`src/rtl/marker_phase_sequencer.sv`:
```
// Decodes testbench marker instructions on the commit lanes, tracks the test phase, times the
// transient-window close and queues cycle-stamped marker events. MARKER_WATCHDOG_EN adds the watchdog exit.
module marker_phase_sequencer #(
    parameter int               LANES      = 2,
    parameter int               WIN_DELAY  = 4,
    parameter int               FIFO_DEPTH = 8,
    parameter int               CNT_W      = 20,
    parameter logic [CNT_W-1:0] TIMEOUT    = 20'hFFFFF
) (
    input  logic                clock,
    input  logic                reset,
    input  logic [LANES-1:0]    commit_valid,
    input  logic [32*LANES-1:0] commit_inst,
    input  logic                spec_abort,
    input  logic                evt_ready,
    output logic                evt_valid,
    output logic [3:0]          evt_code,
    output logic [1:0]          evt_lane,
    output logic [CNT_W-1:0]    evt_cycle,
    output logic [3:0]          phase,
    output logic                window_done,
    output logic                exit_req,
    output logic                timeout,
    output logic                evt_overflow
);
    localparam int IDX_W = $clog2(FIFO_DEPTH);
    localparam int PTR_W = IDX_W + 1;

    typedef enum logic [1:0] {S_RUN, S_ARMED, S_CLOSED, S_EXIT} state_t;
    state_t state;

    logic [CNT_W-1:0] cycle_cnt;
    logic [3:0]       win_cnt;
    logic [PTR_W-1:0] wr_ptr, rd_ptr, count, slot;
    logic [3:0]       q_code  [FIFO_DEPTH];
    logic [1:0]       q_lane  [FIFO_DEPTH];
    logic [CNT_W-1:0] q_cycle [FIFO_DEPTH];

    logic             live, trig, exit_hit, wd_fire, pop, ovf_now;
    logic [LANES-1:0] hit, push_en;
    logic [3:0]       code [LANES];
    logic [IDX_W-1:0] push_idx [LANES];
    logic [3:0]       next_phase;
    int               free_slots, n_acc;

    assign live      = (state != S_EXIT);
    assign count     = wr_ptr - rd_ptr;
    assign evt_valid = (wr_ptr != rd_ptr);
    assign pop       = evt_valid && evt_ready;
    assign evt_code  = evt_valid ? q_code[rd_ptr[IDX_W-1:0]]  : '0;
    assign evt_lane  = evt_valid ? q_lane[rd_ptr[IDX_W-1:0]]  : '0;
    assign evt_cycle = evt_valid ? q_cycle[rd_ptr[IDX_W-1:0]] : '0;

`ifdef MARKER_WATCHDOG_EN
    assign wd_fire = live && (cycle_cnt == TIMEOUT);
`else
    assign wd_fire = 1'b0;
    assign timeout = 1'b0;
`endif

    // Marker decode; once in EXIT nothing is recognised, which freezes phase and the queue input.
    always_comb begin
        hit        = '0;
        trig       = 1'b0;
        exit_hit   = 1'b0;
        next_phase = phase;
        for (int i = 0; i < LANES; i++) begin
            code[i] = commit_inst[32*i+20 +: 4];
            if (live && commit_valid[i] && commit_inst[32*i +: 20] == 20'h02013 &&
                commit_inst[32*i+24 +: 8] == 8'h00 && code[i] != 4'hF) begin
                hit[i] = 1'b1;
                if (code[i] == 4'd1 || code[i] == 4'd4) trig = 1'b1;
                if (code[i] == 4'd14) exit_hit = 1'b1;
                else if (!code[i][0]) next_phase = code[i];
            end
        end
    end

    // Slots freed by this cycle's pop are available to this cycle's markers, lowest lane first.
    always_comb begin
        free_slots = FIFO_DEPTH - int'(count) + int'(pop);
        n_acc      = 0;
        push_en    = '0;
        ovf_now    = 1'b0;
        slot       = '0;
        for (int i = 0; i < LANES; i++) begin
            push_idx[i] = '0;
            if (hit[i]) begin
                if (n_acc < free_slots) begin
                    slot        = wr_ptr + PTR_W'(n_acc);
                    push_idx[i] = slot[IDX_W-1:0];
                    push_en[i]  = 1'b1;
                    n_acc       = n_acc + 1;
                end else begin
                    ovf_now = 1'b1;
                end
            end
        end
    end

    always_ff @(posedge clock) begin
        if (!reset) begin
            state        <= S_RUN;
            cycle_cnt    <= '0;
            win_cnt      <= '0;
            wr_ptr       <= '0;
            rd_ptr       <= '0;
            phase        <= 4'hF;
            window_done  <= 1'b0;
            exit_req     <= 1'b0;
            evt_overflow <= 1'b0;
`ifdef MARKER_WATCHDOG_EN
            timeout      <= 1'b0;
`endif
            for (int i = 0; i < FIFO_DEPTH; i++) begin
                q_code[i]  <= '0;
                q_lane[i]  <= '0;
                q_cycle[i] <= '0;
            end
        end else begin
            if (cycle_cnt != '1) cycle_cnt <= cycle_cnt + 1'b1;

            // The window countdown keeps running even after EXIT is entered.
            if (win_cnt != '0) begin
                win_cnt <= win_cnt - 1'b1;
                if (win_cnt == 4'd1) window_done <= 1'b1;
            end

            case (state)
                S_RUN: begin
                    if (spec_abort) begin
                        state       <= S_CLOSED;
                        window_done <= 1'b1;
                    end else if (trig) begin
                        state   <= S_ARMED;
                        win_cnt <= 4'(WIN_DELAY);
                    end
                end
                S_ARMED: begin
                    if (spec_abort) begin
                        state       <= S_CLOSED;
                        window_done <= 1'b1;
                        win_cnt     <= '0;
                    end else if (win_cnt == 4'd1) begin
                        state <= S_CLOSED;
                    end
                end
                default: ;
            endcase

            if (exit_hit || wd_fire) begin
                state    <= S_EXIT;
                exit_req <= 1'b1;
            end
`ifdef MARKER_WATCHDOG_EN
            if (wd_fire) timeout <= 1'b1;
`endif
            phase <= next_phase;

            for (int i = 0; i < LANES; i++) begin
                if (push_en[i]) begin
                    q_code[push_idx[i]]  <= code[i];
                    q_lane[push_idx[i]]  <= 2'(i);
                    q_cycle[push_idx[i]] <= cycle_cnt;
                end
            end
            wr_ptr       <= wr_ptr + PTR_W'(n_acc);
            rd_ptr       <= rd_ptr + PTR_W'(pop);
            evt_overflow <= evt_overflow | ovf_now;
        end
    end
endmodule

```
`config.mk`:
```
export PLATFORM = sky130hd
export DESIGN_NAME = marker_phase_sequencer
export DESIGN_NICKNAME = d
export VERILOG_FILES = /design/src/rtl/marker_phase_sequencer.sv
export SDC_FILE = /design/constraint.sdc
export NUM_CORES = 1
export LEC_CHECK = 0
export CORE_MARGIN = 4
export CORE_UTILIZATION = 60
export CTS_BUF_LIST = sky130_fd_sc_hd__clkbuf_4 sky130_fd_sc_hd__clkbuf_8
export CTS_CLUSTER_SIZE = 20
export DETAILED_ROUTE_END_ITERATION = 10
export PLACE_DENSITY = 0.88
export REMOVE_ABC_BUFFERS = 1
export SKIP_LAST_GASP = 1
export SYNTH_ARGS = -nofsm -noshare
export SYNTH_HDL_FRONTEND = slang
export SYNTH_SLANG_ARGS = --single-unit
export TNS_END_PERCENT = 100
```
`constraint.sdc`:
```
create_clock -name clock -period 8.3 [get_ports clock]
set_clock_uncertainty 0.2 [all_clocks]
set_input_delay 1.66 -clock clock [delete_from_list [all_inputs] [get_ports clock]]
set_output_delay 1.66 -clock clock [all_outputs]
set_load 0.01 [all_outputs]
```
==> impl_results.md <==
- Worst path required time: 8.02 ns
- Synth top area cells: edfxtp_1, mux4_2, dfxtp_1, a21boi_0, a21oi_1
- Total CTS buffers: 39
- Max-slew headroom: 16.0%
- Leak pwr: 0.00461 uW
- Worst-margin pin slew: 1.26 ns
- Final ANT Viol Nets: 0
- Maximum buffer depth of the clock tree: 3
- # fillers: 1437
- Critical path class: primary input to flop
- Slowest CP cell: nand3_1
- Clock latency on the worst-skew pair: 0.54 ns
- Cell variety after synth: 68
- Core Region: 21000 um^2
- PwrDens: 178 nW/um^2
- CP Capture Type: flop
- Setup crit start: evt_ready
- Vias per cell: 6.68
- Met2 Routed Length: 16100 um
- Hold wc startpoint: exit_req$_SDFFE_PN0P_
- Wire per inst: 23.6 um
- I/O pin total: 105
- Synth Warn #: 0
- CTS root buffer: clkbuf_8
- Peak VDD IR: 0.104 mV
- Resized Gates After CTS: 0
- Drt pass-1 iters: 7
- RR Startpoint: wr_ptr[0]$_SDFF_PN0_
- Bufs and invs on worst path: 1
- Most used cell, CP: ha_1
- Share of post-route cells with drive strength above 1: 17.7%
- Area after DPL: 13800 um^2
- Num rows: 53
- Cts hold-fix bufs: 0
- Max layer used: met4
- Syn Inst Count: 1047
- M1 WL: 11600 um
- Yosys top cell area share: 45.3%
- H-tree lvl count: 2
- Syn avg cell area: 12.1 um^2
- Crit path max-delay family: simple AND/OR/NAND/NOR gates
- Die W: 154 um
- Total power: 2590 uW
- Clock period minus final worst setup slack: 6.53 ns
- Largest net degree at the start of global routing: 53
- Max-slew violations: 0
- CTS tree: yes
- GRT Resource Usage Total: 28.2%
- MaxCap Viol Count: 0
- Vias in the first global route: 9672
- WL final: 33400 um
- Congestion Overflow GR: 0
- Port buffer count: 102
- Finished Cell Area: 14600 um^2
- Crit start category: primary input
- Max FO, Critical Path: 26
- Die ar.: 23600 um^2
- 1st-iter DRT viols: 997
- Sequential area share after synthesis: 53.0%
- Final period utilization: 78.7%
- Vias post-DR: 9446
- Asr flop ratio synth: 0%
- Metal3 WL: 4300 um
- Critical Path AT: 6.25 ns
- Seq cells post-synth: 241
- Final net count: 1200
- Cell area after synthesis: 12700 um^2
- Clk sinks: 241
- Die Ht: 154 um
- Postcts setup bufs: 0
- Status: finished, final reports clean
- RSZ-0062 raised after global routing: no
- First-pass GRT wire length: 52200 um
- Worst Hold Class: flop to flop
- Slowest stage delay, CP: 1.08 ns
- Synth area leader: edfxtp_1
- Ys flop type: edfxtp_1
- Initial antenna violation count: 1
- Setup violations, final: 0
- Fin. Hold Viols: 0
- F_max: 153 MHz
- DRC Markers: 0
- GP Congestion: 0.860
- Synth cell count leaders: edfxtp_1, a21oi_1, a21boi_0
- Most common cell in the netlist: edfxtp_1
- Post-DP HPWL: 21600 um
- EDFF count, synth: 192
- Crit path cell chain: clkdlybuf4s50_1 -> nor2b_1 -> ha_1 -> ha_1 -> nand3_1 -> nor4_1 -> nor4_2 -> a2111oi_4 -> nor3_1 -> ha_1 -> ha_1 -> xnor2_1 -> nor2_1 -> nand2_1 -> nor3_1 -> o21ai_4 -> nand3_1
- Initial core utilization: 60.7%
- ANT cells: 0
- Layout area overhead: 14.5%
- Worst-path clk slew: 0.06 ns
[state kept, by name (all words and copies together) (netlist names)]
signal,flops
window_done,1
q_cycle,160
phase,4
state,2
exit_req,1
wr_ptr,4
rd_ptr,4
cycle_cnt,20
win_cnt,4
q_lane,8
evt_overflow,1
q_code,32
[logic make-up (layout without fill, tap and decap cells)]
| kind of cell | count (synthesis) | count (layout) | share of synthesized area, % |
|---|---|---|---|
| XOR/XNOR | 27 | 27 | 1.86 |
| adder cells (fa/ha/maj) | 19 | 19 | 1.99 |
| other | 1 | 2 | 0.0295 |
| AO/OA/AOI/OAI | 248 | 248 | 13.9 |
| flip-flops | 241 | 241 | 53.0 |
| AND/OR/NAND/NOR | 305 | 305 | 12.9 |
| buffers and inverters | 121 | 213 | 4.36 |
| multiplexers | 85 | 85 | 11.9 |
[routing by layer]
| layer | vias to the layer above | GRT usage, % |
|---|---|---|
| met5 | - | 0 |
| met4 | 0 | 12.6 |
| met3 | 122 | 8.47 |
| met2 | 702 | 46.4 |
| met1 | 4518 | 34.5 |
| li1 | 4104 | - |
[cell usage in the layout (no fill, tap or decap), drive strengths merged, types with 20 or more instances in the layout]
cell type / n
xnor2: 21
clkbuf: 56
a21boi: 104
o21ai: 20
clkdlybuf4s50: 102
mux4: 50
a21oi: 92
nor2: 38
dfxtp: 49
mux2: 33
nor3: 61
nand2: 80
edfxtp: 192
[worst reg2reg max path: stages (launching register included)]
cell       delay (ns)
dfxtp_1          0.49
inv_1            0.18
ha_1             0.26
fa_1             0.51
ha_1             0.38
ha_1             0.26
nand3_1          0.13
nor4_1           0.28
nor4_2           0.12
a2111oi_4        0.37
nor3_1           0.14
ha_1             0.22
ha_1             0.21
xnor2_1          0.24
nor2_1           0.09
nand2_1          0.09
nor3_1           0.08
o21ai_4          0.34
nand3_1          1.10
[report_power, final]
part / internal [uW] / leakage, uW / total [uW] / switching [uW]
logic: 81.5 / 0.00193 / 164 / 82.0
registers: 1360 / 0.00226 / 1380 / 29.0
clock network: 573 / 0.000419 / 1040 / 471
total: 2010 / 0.00461 / 2590 / 582
[area by class of cell]
cell class	instances	area (um^2)	area share (%)
sequential	241	6750	46.4
multi-input combinational	686	5440	37.3
timing repair buffer	119	1150	7.89
clock buffer	56	696	4.78
tap	275	344	2.36
clock inverter	14	95.1	0.653
inverter	24	90.1	0.619
[metrics by stage]
stage	hold slack, ns	setup slack (ns)	util [%]	cells	TNS, ns
2_1_floorplan	0.254	-1.57	-	951	-413.81
3_3_place_gp	0.232	1.51	65.7	1345	0
3_5_place_dp	0.268	1.33	65.7	1345	0
4_1_cts	0.274	1.83	69.5	1415	0
5_1_grt	0.299	1.39	69.5	1415	0
6_report	0.278	1.77	69.5	1415	0
[path summary, 6_finish.rpt]
kind / endpoint / slack [ns] / depth (start not counted)
worst max-delay path: q_cycle[6][6]$_DFFE_PP_ / 1.77 / 17
worst min-delay path: exit_req$_SDFFE_PN0P_ / 0.28 / 2
worst max register to register: q_cycle[6][6]$_DFFE_PP_ / 1.96 / 18
worst min register to register: exit_req$_SDFFE_PN0P_ / 0.28 / 2
No activity file was read; power rests on OpenSTA's default activity.
